===== config.mk =====
export PLATFORM = sky130hd
export DESIGN_NAME = tri_rr_arb
export DESIGN_NICKNAME = d
export VERILOG_FILES = /design/src/rtl/tri_rr_arb_pkg.sv /design/src/rtl/tri_rr_pick.sv /design/src/rtl/tri_rr_arb.sv
export SDC_FILE = /design/constraint.sdc
export NUM_CORES = 1
export LEC_CHECK = 0
export ABC_CLOCK_PERIOD_IN_PS = 4400
export BUFFER_PORTS_ARGS = -buffer_cell sky130_fd_sc_hd__buf_2
export CAP_MARGIN = 20
export CORE_MARGIN = 2
export CORE_UTILIZATION = 25
export DETAILED_ROUTE_END_ITERATION = 12
export PLACE_DENSITY = 0.42
export SYNTH_ARGS = -nofsm -noshare
export SYNTH_HDL_FRONTEND = slang
export SYNTH_SLANG_ARGS = --single-unit

===== constraint.sdc =====
create_clock -name clk -period 4.4 [get_ports clk]
set_input_delay 0.44 -clock clk [delete_from_list [all_inputs] [get_ports clk]]
set_output_delay 0.44 -clock clk [all_outputs]
set_load 0.03 [all_outputs]

===== src/rtl/tri_rr_arb_pkg.sv =====
// Shared definitions for the tri_rr_arb round-robin arbiter: FSM encodings and helpers.
package tri_rr_arb_pkg;

  typedef enum logic [1:0] {
    ST_IDLE = 2'b00,
    ST_OWN  = 2'b01,
    ST_TURN = 2'b10
  } arb_state_e;

  localparam logic [7:0] HOLD_SAT = 8'hFF;

  function automatic int clog2_n(input int n);
    int r;
    r = 0;
    while ((32'sd1 <<< r) < n) r = r + 1;
    return r;
  endfunction

endpackage


===== src/rtl/tri_rr_pick.sv =====
// Combinational rotate-priority picker: first set bit of vec scanning from ptr upward, wrapping mod N.
module tri_rr_pick
  import tri_rr_arb_pkg::*;
#(
  parameter int N   = 4,
  parameter int IDW = 2
) (
  input  logic [0:N-1]   vec,
  input  logic [IDW-1:0] ptr,
  output logic [0:N-1]   onehot,
  output logic [IDW-1:0] idx,
  output logic           any
);

  logic [IDW:0]   w_sum;
  logic [IDW-1:0] w_pos;
  logic           w_hit;

  // Scan N positions starting at ptr; the first hit latches idx and blocks later hits.
  always_comb begin
    onehot = '0;
    idx    = '0;
    any    = 1'b0;
    w_sum  = '0;
    w_pos  = '0;
    w_hit  = 1'b0;
    for (int k = 0; k < N; k++) begin
      w_sum = {1'b0, ptr} + k[IDW:0];
      w_pos = (w_sum >= (IDW+1)'(N)) ? IDW'(w_sum - (IDW+1)'(N)) : w_sum[IDW-1:0];
      w_hit = vec[w_pos] & ~any;
      idx   = w_hit ? w_pos : idx;
      any   = any | vec[w_pos];
    end
    onehot[idx] = any;
  end

endmodule


===== src/rtl/tri_rr_arb.sv =====
// Round-robin arbiter for one shared tri-library resource: registered one-hot grant with hold timeout.
// Optional high-priority request port enabled by defining TRI_RR_ARB_PRIO_EN.
module tri_rr_arb
  import tri_rr_arb_pkg::*;
#(
  parameter int N        = 4,
  parameter int IDW      = 2,
  parameter int MAX_HOLD = 15
) (
  input  logic           clk,
  input  logic           rst_n,
  input  logic [0:N-1]   req,
`ifdef TRI_RR_ARB_PRIO_EN
  input  logic [0:N-1]   prio_req,
`endif
  output logic [0:N-1]   gnt,
  output logic           gnt_vld,
  output logic [0:IDW-1] gnt_id,
  output logic           hold_tmo
);

  localparam logic       HOLD_EN   = (MAX_HOLD != 0);
  localparam logic [7:0] HOLD_LAST = HOLD_EN ? 8'(MAX_HOLD - 1) : 8'd0;

  arb_state_e     r_state;
  logic [IDW-1:0] r_ptr;
  logic [7:0]     r_hold_cnt;
  logic [0:N-1]   r_gnt;
  logic           r_gnt_vld;
  logic [0:IDW-1] r_gnt_id;
  logic           r_hold_tmo;
  logic           r_prio_own;

  logic [0:N-1]   w_req_oh;
  logic [IDW-1:0] w_req_idx;
  logic           w_req_any;
  logic [0:N-1]   w_win_oh;
  logic [IDW-1:0] w_win_idx;
  logic           w_win_any;
  logic           w_win_prio;
  logic           w_own_req;
  logic           w_tmo_hit;
  logic [IDW-1:0] w_next_ptr;

  tri_rr_pick #(.N(N), .IDW(IDW)) u_pick_req (
    .vec    (req),
    .ptr    (r_ptr),
    .onehot (w_req_oh),
    .idx    (w_req_idx),
    .any    (w_req_any)
  );

`ifdef TRI_RR_ARB_PRIO_EN
  logic [0:N-1]   w_prio_oh;
  logic [IDW-1:0] w_prio_idx;
  logic           w_prio_any;

  tri_rr_pick #(.N(N), .IDW(IDW)) u_pick_prio (
    .vec    (prio_req),
    .ptr    (r_ptr),
    .onehot (w_prio_oh),
    .idx    (w_prio_idx),
    .any    (w_prio_any)
  );

  // Any priority request beats every normal request; both pickers share the same pointer.
  assign w_win_oh   = w_prio_any ? w_prio_oh  : w_req_oh;
  assign w_win_idx  = w_prio_any ? w_prio_idx : w_req_idx;
  assign w_win_any  = w_prio_any | w_req_any;
  assign w_win_prio = w_prio_any;
  assign w_own_req  = req[r_gnt_id] | prio_req[r_gnt_id];
`else
  assign w_win_oh   = w_req_oh;
  assign w_win_idx  = w_req_idx;
  assign w_win_any  = w_req_any;
  assign w_win_prio = 1'b0;
  assign w_own_req  = req[r_gnt_id];
`endif

  assign w_tmo_hit  = HOLD_EN && (r_hold_cnt == HOLD_LAST) && !r_prio_own;
  assign w_next_ptr = (w_win_idx == IDW'(N - 1)) ? '0 : w_win_idx + IDW'(1);

  // Arbitration FSM with pointer, hold counter and registered grant outputs.
  always_ff @(posedge clk or negedge rst_n) begin
    if (!rst_n) begin
      r_state    <= ST_IDLE;
      r_ptr      <= '0;
      r_hold_cnt <= 8'd0;
      r_gnt      <= '0;
      r_gnt_vld  <= 1'b0;
      r_gnt_id   <= '0;
      r_hold_tmo <= 1'b0;
      r_prio_own <= 1'b0;
    end else begin
      r_hold_tmo <= 1'b0;
      case (r_state)
        ST_IDLE, ST_TURN: begin
          if (w_win_any) begin
            r_state    <= ST_OWN;
            r_gnt      <= w_win_oh;
            r_gnt_vld  <= 1'b1;
            r_gnt_id   <= w_win_idx;
            r_hold_cnt <= 8'd0;
            r_ptr      <= w_next_ptr;
            r_prio_own <= w_win_prio;
          end else begin
            r_state    <= ST_IDLE;
          end
        end
        ST_OWN: begin
          if (!w_own_req || w_tmo_hit) begin
            // A released or timed-out owner always passes through one dead TURN cycle.
            r_state    <= ST_TURN;
            r_gnt      <= '0;
            r_gnt_vld  <= 1'b0;
            r_gnt_id   <= '0;
            r_prio_own <= 1'b0;
            r_hold_tmo <= w_own_req;
          end else if (r_hold_cnt != HOLD_SAT) begin
            r_hold_cnt <= r_hold_cnt + 8'd1;
          end else begin
            r_hold_cnt <= HOLD_SAT;
          end
        end
        default: begin
          r_state    <= ST_IDLE;
          r_gnt      <= '0;
          r_gnt_vld  <= 1'b0;
          r_gnt_id   <= '0;
          r_prio_own <= 1'b0;
        end
      endcase
    end
  end

  assign gnt      = r_gnt;
  assign gnt_vld  = r_gnt_vld;
  assign gnt_id   = r_gnt_id;
  assign hold_tmo = r_hold_tmo;

endmodule

Word level (Yosys, flattened, before mapping)
Index checks and enable logic that the tools add are counted.
Word-level totals
  flip-flop bits (word level): 21
  logic and storage cells: 109
  input bits: 6
  output and inout port bits: 8
Cells by class
  reduce and logical (&&, ||, !) cells: 11
  bitwise operators: 16
  eq/ne operators: 8
  multiplexer cells: 46
  add/subtract/negate cells: 9
  $lt $le $gt $ge: 11
Operators by type and width (count)
  greater-or-equal comparator 3 bit, second input constant: 9
  2-to-1 mux 2 bit: 12
  2-to-1 mux 8 bit: 3
  NOT 2 -> 3 bit: 6
  2-to-1 mux 1 bit: 17
  case mux 8 bit (2 select lines): 1
  binary-select mux 1 bit (select 2 bit): 5
  adder 8 x 1 -> 8 bit, second input constant: 1
  equality test 8 x 4 -> 1 bit, second input constant: 1
  2-to-1 mux 4 bit: 2
  inequality test 8 bit, second input constant: 1
  case mux 2 bit (2 select lines): 2
  case mux 4 bit (2 select lines): 1
  subtractor 2 x 1 -> 2 bit, second input constant: 4
  adder 2 x 2 -> 3 bit, second input constant: 2
  bitwise AND 4 bit: 1
  equality test 2 bit, second input constant: 2
  inequality test 2 bit, second input constant: 2
  case mux 1 bit (2 select lines): 2
  AND reduction 2 bit: 2
  adder 2 x 1 -> 3 bit, second input constant: 1
  bitwise AND 1 bit: 3
  greater-or-equal comparator 2 x 3 -> 1 bit, second input constant: 1
  less-than comparator 3 x 1 -> 1 bit, second input constant: 1
  13 further kinds: 19

Depth between registers and ports, before layout
Gate-level depths: netlist (run 1).
  depth after elaboration: 20
  mapped depth: 8
  mapped depth without buffers: 7

Hierarchy
A second synthesis (run 1) with hierarchy kept.
Second synthesis, totals
  cells, all modules: 128
  area, all modules: 1275.0 um^2
Modules (own cells, without submodules)
  tri_rr_arb: sequential area each 500.5 um^2, times used 1, cells each 95, area each 1063.5 um^2
  tri_rr_pick: sequential area each 0.0 um^2, times used 1, cells each 33, area each 211.5 um^2

Worst setup path after synthesis (run 1)
Ideal clock, no wire load.
  path kind: register to register
  from: reg r_gnt_id, in the netlist gnt_id[1]
  to: reg r_hold_cnt[1]
  clock period less this slack: 1.978 ns
  stages on the path, launching flop included: 7
  library setup time: 0.125 ns
  setup slack: 2.422 ns
  data required time: 4.275 ns
  path buffers: 1
  data arrival time: 1.852 ns
  cells stage by stage: dfrtp_1 mux4_2 o211ai_4 and2_1 buf_6 inv_4 mux2_4
Between the ends
  cells in the longest elaborated chain, start to end: 8
RTL lines
  from (decl): line tri_rr_arb.sv:30  | logic [0:IDW-1] r_gnt_id;
  from (signal assigned): line tri_rr_arb.sv:102  | r_gnt_id <= w_win_idx;
  NOT 2 -> 3 bit (implied by the code): line tri_rr_arb.sv:77  | assign w_own_req = req[r_gnt_id];
  binary-select mux 1 bit (select 2 bit): line tri_rr_arb.sv:77
  2-to-1 mux 1 bit (implied by the code) (2 in a row): line tri_rr_arb.sv:77
  logical NOT 1 bit: line tri_rr_arb.sv:111  | if (!w_own_req || w_tmo_hit) begin
  logical OR 1 bit: line tri_rr_arb.sv:111
  inequality test 2 bit (no source line)
  AND reduction 3 bit (no source line)
  to (signal assigned): line tri_rr_arb.sv:120  | r_hold_cnt <= r_hold_cnt + 8'd1;
  to (decl): line tri_rr_arb.sv:27  | logic [7:0] r_hold_cnt;
Every way passes these cells. The select of a mux whose other input is x is not followed.
A chain may end at the register's enable or synchronous reset.

Final worst setup path (run 1)
  from: reg r_hold_cnt[0]
  to: reg r_hold_cnt[1]
Between the ends
  cells in the longest elaborated chain, start to end: 5
  elaborated cells between the ends (all ways): 10
  those cells by class: 1 x add/sub; 3 x eq/ne; 3 x mux; 3 x reduce/logical
RTL lines
  branches (longest 5 deep; another with adder 8 x 1 -> 8 bit)
Several ways; the timed one is not identified. The select of a mux whose other input is x is not followed.

==> reports/metrics.csv, run 1 <==
stage,metric,value,unit
grt,largest net degree at the start of global routing,21,
final_layout,most frequent cells in the layout,"20 x dfrtp_1, 13 x buf_2, 12 x a21oi_1, 7 x inv_1, 7 x nand2_1",
clock_network,H-tree Lvls,1,
timing,period utilization,0.457,
die,Core Footprint,4380,um^2
clock_network,# resized after CTS,0,
final_layout,area grow syn2layout,14.3,%
clock_network,CTS tree,built,
die,Die H,71.7,um
die,Die Area,5140,um^2
synth,Syn. warnings,0,
detailed_routing,vias after detailed routing,890,
synth,syn_area_per_cell,10.5,um^2
clock_network,Clock Tree Buf Depth,2,
timing,f_max,497,MHz
placed_design,hpwl dp,1790,um
power,Leak,0.622,nW
timing,Final TNS setup,0,ns
grt,antenna violations before repair,0,
setup_path,data required time of the critical path,4.56,ns
grt,number of global-route vias before repair,888,
detailed_routing,Detailed Route WL,2490,um
timing,endpoints failing setup,0,
detailed_routing,Post-route DRC,0,
setup_path,crit end category,flip-flop,
die,Initial Utilization,0.261,
final_layout,"commonest non-fill, non-tap cell in the layout",dfrtp_1,
power,Tot Pwr,838,uW
grt,first-pass GRT wire length,4290,um
placed_design,RePlAce Congestion,0.757,
final_layout,fin nets,134,
synth,Synth Flop Type,dfrtp_1,
synth,Synth area leader,dfrtp_1,
detailed_routing,post-DR wirelength/cell,14.4,um
power,"IR drop worst, VDD",182,uV
clock_network,clk_lat worst skew,0.27,ns
timing,Worst Tran Pin Value,0.557,ns
detailed_routing,Vias/cell,5.14,
clock_network,Post-CTS Hold Buffers,0,
timing,slew margin rel.,0.628,
clock_network,Sink Count,20,
placed_design,IO Port Bufs,13,
detailed_routing,initial DRC count,60,
synth,number of synthesized flops with an enable pin,0,
final_layout,ratio of cells with drive above 1 in the final layout,0.190,
synth,#FFs+latches synth,20,
synth,Cells after Synth,109,
setup_path,max incr delay on CP,0.43,ns
synth,Synth area leaders,"dfrtp_1 44%, ha_1 6.6%, a21oi_1 5.2%",
flow_run,total of max-cap violations,0,
timing,final hold viol count,0,
die,row cnt,24,
grt,Overflow after GRT,0,
synth,Synth Cell Area,1150,um^2
timing,RSZ-0062 raised after global routing,false,
synth,post-synth top area share,0.437,
setup_path,Worst EP arrival,2.17,ns
detailed_routing,ANT nets after route,0,
clock_network,root buffer cell,clkbuf_8,
setup_path,crit-path cells,inv_1 > ha_1 > nand4b_1 > o211ai_4 > and2_1 > inv_4 > mux2_4,
die,# IOs,14,
synth,post-synthesis sequential area ratio,0.437,
timing,Worst Skew,0.00642,ns
timing,max-slew violation count,0,
clock_network,"Clk pin slew, worst setup/hold paths",0.08,ns
clock_network,post-CTS setup repair buffer count,0,
timing,fin crit period,2.01,ns
worst_hold_path,Worst Hold Class,in -> async,
setup_path,WS Path Type,reg -> reg,
die,die width,71.7,um
run_status,outcome,"finished, final reports clean",
grt,Overall Global Routing Usage,0.107,
synth,ys async rst share,1.00,
synth,Post-Syn Nets,121,
synth,post-synthesis cell type count,37,
detailed_routing,router iterations before antenna repair,4,
setup_path,CP startpoint kind,flip-flop,
setup_path,worst-path fanout max,9,
setup_path,"slowest stage cell, crit path",dfrtp_1,
clock_network,CTS Buf Count,3,
power,pwr dens,640,nW/um^2
final_layout,final antenna diode count,0,
-- cell usage after synthesis, types with 2 or more instances --
library cell / instances
o2bb2ai_1: 2
o22a_1: 5
and2_1: 4
dfrtp_1: 20
nand3_1: 3
nand4_1: 2
a21oi_1: 12
inv_1: 7
and4_1: 2
nor2_1: 3
a22o_1: 5
nor2b_1: 2
a221o_1: 3
buf_6: 2
ha_1: 6
o21ai_0: 3
nand2_1: 7
nand2b_1: 2
-- cells by family (layout without fill, tap and decap cells) --
group,count (synthesis),after routing,synth area share
AOI/OAI and AO/OA,39,39,0.257
adders and majority gates,6,6,0.0655
muxes,2,2,0.0327
buffers and inverters,13,25,0.0611
DFF,20,20,0.437
and+or+nand+nor,29,29,0.147
-- registers in the layout, summed over array words and instances, names as in the netlist --
signal      flops
r_state         2
gnt_vld         1
r_hold_cnt      8
hold_tmo        1
gnt_id          2
r_ptr           2
gnt             4
-- path summary, 6_finish.rpt --
check,end,from,cells past startpoint,slack (ns)
min reg2reg,gnt[1],gnt[1],1,0.50
max reg2reg,r_hold_cnt[1],r_hold_cnt[0],7,2.39
max,r_hold_cnt[1],r_hold_cnt[0],7,2.39
min in group clk,gnt[1],gnt[1],1,0.50
min,gnt_vld,rst_n,1,0.11
max in group asynchronous,r_hold_cnt[2],rst_n,1,3.96
-- cell type report --
| cell class | instances | area [um^2] |
|---|---|---|
| Multi-Input combinational cell | 76 | 576 |
| Inverter | 8 | 32.5 |
| Clock buffer | 3 | 41.3 |
| Clock inverter | 1 | 30.0 |
| Timing Repair Buffer | 13 | 65.1 |
| Sequential cell | 20 | 500 |
| Fill cell | 468 | 3070 |
| Tap cell | 52 | 65.1 |
-- through the flow --
step                      utilization  std cells  instance area [um^2]  hold WS (ns)  setup WS, ns
final                           0.299        173                  1310         0.111          2.39
after detailed placement        0.283        169                  1240         0.434          2.16
after global routing            0.299        173                  1310         0.140          2.22
after global placement          0.283        169                  1240         0.423          2.19
after CTS                       0.299        173                  1310         0.125          2.37
after floorplan                     -        109                  1150         0.144          2.42
-- power by group --
group          internal, mW  switching (mW)
Clock                 0.122          0.0679
Combinational         0.130           0.226
Sequential            0.238          0.0547
Total                 0.490           0.348
-- per-layer routing --
metal | track usage | wire length [um] | vias up
li1 | - | - | 432
met1 | 0.144 | 1210 | 433
met2 | 0.158 | 1150 | 21
met3 | 0.0141 | 63 | 4
met4 | 0.0734 | 66 | 0
met5 | 0 | 0 | -
-- worst max-delay path, delay by kind of cell, from the launching register on --
kind,cells,cell delay [ns]
AND/OR/NAND/NOR,2,0.54
flip-flops,1,0.43
AO/OA/AOI/OAI,1,0.34
multiplexers,1,0.29
buffers and inverters,2,0.16
adder cells (fa/ha/maj),1,0.14
No activity file was read; power rests on OpenSTA's default activity.
==> run 2, diff against run 1 <==
--- a/config.mk
+++ b/config.mk
@@ -5,13 +5,14 @@
 export SDC_FILE = /design/constraint.sdc
 export NUM_CORES = 1
 export LEC_CHECK = 0
-export ABC_CLOCK_PERIOD_IN_PS = 4400
+export ABC_AREA = 1
+export ABC_CLOCK_PERIOD_IN_PS = 2100
 export BUFFER_PORTS_ARGS = -buffer_cell sky130_fd_sc_hd__buf_2
 export CAP_MARGIN = 20
 export CORE_MARGIN = 2
 export CORE_UTILIZATION = 25
 export DETAILED_ROUTE_END_ITERATION = 12
-export PLACE_DENSITY = 0.42
+export PLACE_DENSITY = 0.41
 export SYNTH_ARGS = -nofsm -noshare
 export SYNTH_HDL_FRONTEND = slang
 export SYNTH_SLANG_ARGS = --single-unit
==> constraint.sdc (replaced) <==
create_clock -name clk -period 2.1 [get_ports clk]
set_input_delay 0.21 -clock clk [delete_from_list [all_inputs] [get_ports clk]]
set_output_delay 0.21 -clock clk [all_outputs]
set_load 0.03 [all_outputs]
==> run 2 against run 1 <==
Effect of this change: worst setup slack worse by 2.2 ns; routed wire length up 26%; first-iteration DRC count down 45%; via count up 36%; largest cell class unchanged; critical path type unchanged; die area up 22%; critical endpoint is now r_ptr[1]; cell count up 62%; register-to-register slack worse by 2.2 ns; worst hold slack better by 0.33 ns; sequential power up 100%; critical path depth up 6; count of clock-buffer cells in the layout unchanged.
==> reports/metrics.csv, run 2 <==
stage,metric,value,unit,change
final_layout,area grow syn2layout,12.4,%,
final_layout,fin nets,223,,+66%
setup_path,r2r startpoint,r_ptr[0],,
timing,period utilization,0.893,,+0.436
detailed_routing,router iterations before antenna repair,4,,unchanged
timing,slew margin rel.,0.659,,+0.0318
die,Initial Utilization,0.257,,-0.00397
grt,Overall Global Routing Usage,0.110,,+0.00325
final_layout,most frequent cells in the layout,"71 x nand2_1, 24 x inv_1, 21 x nand3_1, 19 x dfrtp_1, 13 x buf_2",,
clock_network,clk_lat worst skew,0.26,ns,about the same
synth,post-synthesis cell type count,30,,-19%
setup_path,CP startpoint kind,flip-flop,,
detailed_routing,initial DRC count,33,,-45%
grt,number of global-route vias before repair,1188,,+34%
power,Leak,0.869,nW,+40%
flow_run,total of max-cap violations,0,,unchanged
power,Tot Pwr,2.32,mW,+180%
placed_design,Post-Place Worst Slack,0.141,ns,-2.02 ns
final_layout,ratio of cells with drive above 1 in the final layout,0.177,,-0.0130
setup_path,Worst path most repeated cell,nand2_1,,
grt,met3 usage in global routing,0.0239,,+0.00980
synth,Synth Flop Type,dfrtp_1,,
timing,f_max,533,MHz,+7.3%
run_status,outcome,"finished, final reports clean",,
clock_network,post-CTS setup repair buffer count,0,,unchanged
die,Die H,79.3,um,+11%
setup_path,r2r endpoint,r_ptr[1],,
placed_design,RePlAce Congestion,0.791,,+4.5%
synth,synth cell count leaders,"71 x nand2_1, 24 x inv_1, 21 x nand3_1, 20 x dfrtp_1",,
die,die width,79.3,um,+11%
die,Die Area,6290,um^2,+22%
clock_network,H-tree Lvls,1,,unchanged
worst_hold_path,hold path depth,4,,
setup_path,crit-path cells,inv_6 > nand2_2 > nand2_1 > nand2_1 > nand3_1 > nand3_1 > nand2_1 > inv_1 > nand2_1 > inv_1 > ha_1 > nand2_1 > o21ai_1,,
power,"IR drop worst, VDD",461,uV,+150%
synth,number of synthesized flops with an enable pin,0,,unchanged
power,pwr dens,1460,nW/um^2,+130%
setup_path,worst-path fanout max,8,,-1
detailed_routing,Vias/cell,4.32,,-16%
synth,post-synth top area share,0.353,,-0.0836
synth,most common cell in the netlist,nand2_1,,
placed_design,placed instance count,277,,+64%
synth,post-synthesis sequential area ratio,0.353,,-0.0836
synth,Cells after Synth,194,,+78%
timing,Worst Tran Pin Value,0.511,ns,-0.0466 ns
clock_network,"Clk pin slew, worst setup/hold paths",0.08,ns,about the same
clock_network,Clock Tree Buf Depth,2,,unchanged
detailed_routing,post-DR wirelength/cell,11.2,um,-22%
setup_path,"slowest stage cell, crit path",dfrtp_2,,
clock_network,root buffer cell,clkbuf_8,,
grt,routing usage on met2,0.194,,+0.0356
worst_hold_path,"Endpoint, Worst Hold",r_state[1],,
setup_path,data required time of the critical path,2.25,ns,-2.31 ns
final_layout,max reg flops,8,,unchanged
timing,Final WS setup,0.225,ns,-2.16 ns
grt,Overflow after GRT,0,,unchanged
setup_path,WS Path Type,reg -> reg,,
die,Core Footprint,5510,um^2,+26%
final_layout,most flop-heavy register,r_hold_cnt,,
grt,most crowded layer after global routing,met2,,
detailed_routing,ANT nets after route,0,,unchanged
detailed_routing,vias after detailed routing,1213,,+36%
synth,#FFs+latches synth,20,,unchanged
final_layout,"Cell Count, Final, Fillers Out",281,,+62%
setup_path,CP bufs+invs,3,,+1
clock_network,Sink Count,20,,unchanged
synth,Synth Cell Area,1420,um^2,+24%
final_layout,final antenna diode count,0,,unchanged
clock_network,CTS Buf Count,3,,unchanged
synth,ys async rst share,1.00,,unchanged
timing,endpoints failing setup,0,,unchanged
setup_path,R2R cell count,13,,+6
setup_path,R2R Setup Slk,0.22,ns,-2.16 ns
final_layout,"commonest non-fill, non-tap cell in the layout",nand2_1,,
die,# IOs,14,,unchanged
grt,first-pass GRT wire length,5470,um,+27%
placed_design,hpwl dp,2390,um,+34%
die,row cnt,27,,+13%
synth,syn_area_per_cell,7.31,um^2,-31%
synth,Syn. warnings,0,,unchanged
placed_design,IO Port Bufs,13,,unchanged
setup_path,Top delay family on crit path,simple AND/OR/NAND/NOR gates,,
timing,fin crit period,1.88,ns,-0.137 ns
clock_network,CTS tree,built,,
setup_path,Levels on crit path,13,,+6
timing,Final TNS setup,0,ns,unchanged
setup_path,Worst EP arrival,2.02,ns,-0.15 ns
grt,largest net degree at the start of global routing,21,,unchanged
timing,RSZ-0062 raised after global routing,false,,
synth,Synth area leaders,"dfrtp_1 35%, nand2_1 19%, nand3_1 7.4%",,
timing,max-slew violation count,0,,unchanged
grt,M1 GR Usage,0.137,,-0.00723
setup_path,crit end category,flip-flop,,
synth,Post-Syn Nets,206,,+70%
worst_hold_path,Worst Hold Class,in -> reg,,
grt,antenna violations before repair,0,,unchanged
detailed_routing,Detailed Route WL,3150,um,+26%
timing,final hold viol count,0,,unchanged
detailed_routing,Post-route DRC,0,,unchanged
timing,Worst Skew,0.00328,ns,-0.00314 ns
worst_hold_path,Worst Hold Launch,req[3],,
synth,Synth area leader,dfrtp_1,,
setup_path,max incr delay on CP,0.49,ns,+0.06 ns
[run 2: cell count changes in the layout (fill, tap and decap cells not counted), moves of 5 or more]
cell     before  now
nand3_1       3   21
nand2_1       7   71
a22o_1        5    0
inv_1         7   24
o22a_1        5    0
nand2_2       0    6
a21oi_1      12    6
[run 2: worst max path at each step]
stage                         from        to  slack [ns]
after floorplan           r_ptr[0]  r_ptr[1]        0.38
after global routing      r_ptr[0]  r_ptr[1]        0.05
final                     r_ptr[0]  r_ptr[1]        0.22
after global placement    r_ptr[0]  r_ptr[1]        0.16
after CTS                 r_ptr[0]  r_ptr[1]        0.12
after detailed placement  r_ptr[0]  r_ptr[1]        0.14
[run 2: logic make-up (layout without fill, tap and decap cells)]
logic type / after synthesis / count (layout) / share of synthesized area
and+or+nand+nor: 120 / 120 / 0.422
AOI/OAI and AO/OA: 14 / 14 / 0.0547
adders and majority gates: 6 / 6 / 0.0530
buffers and inverters: 32 / 47 / 0.105
DFF: 20 / 20 / 0.353
xor gates and xnor gates: 2 / 2 / 0.0124
[run 2: repair_timing]
action / in CTS / in global routing
gates resized for setup: 0 / 1
setup endpoints to repair: 0 / 1
hold buffers: 1 / 0
hold endpoints to repair: 20 / 0
[run 2: stage by stage]
step | hold slack, ns | utilization | area [um^2]
after floorplan | -0.0856 | - | 1420
after detailed placement | 0.223 | 0.280 | 1540
after global placement | 0.209 | 0.280 | 1540
after global routing | 0.480 | 0.289 | 1590
after CTS | 0.447 | 0.289 | 1590
final | 0.444 | 0.289 | 1590
[run 2: final cells by class]
type                       count  area (um^2)
clock buffer                   3         41.3
inverter                      30          118
fill                         624         3910
tap                           72         90.1
sequential                    20          502
timing repair buffer          14         75.1
multi-input combinational    142          768
[run 2: tightest hold or removal path, cell delays in order]
cell,delay (ns)
buf_2,0.11
nand2_1,0.05
o211ai_1,0.18
a31oi_1,0.11
[run 2: routing by layer]
layer | up-vias | routed length, um | share of wire
met1 | 553 | 1500 | 0.48
met2 | 8 | 1560 | 0.50
met3 | 2 | 62 | 0.020
li1 | 650 | - | -
met4 | 0 | 19 | 0.0060
met5 | - | 0 | 0
[run 2: power by group]
part	internal (mW)	total, mW	switching [mW]
registers	0.496	0.597	0.100
clock network	0.128	0.259	0.131
logic	0.451	1.46	1.01
total	1.07	2.32	1.25
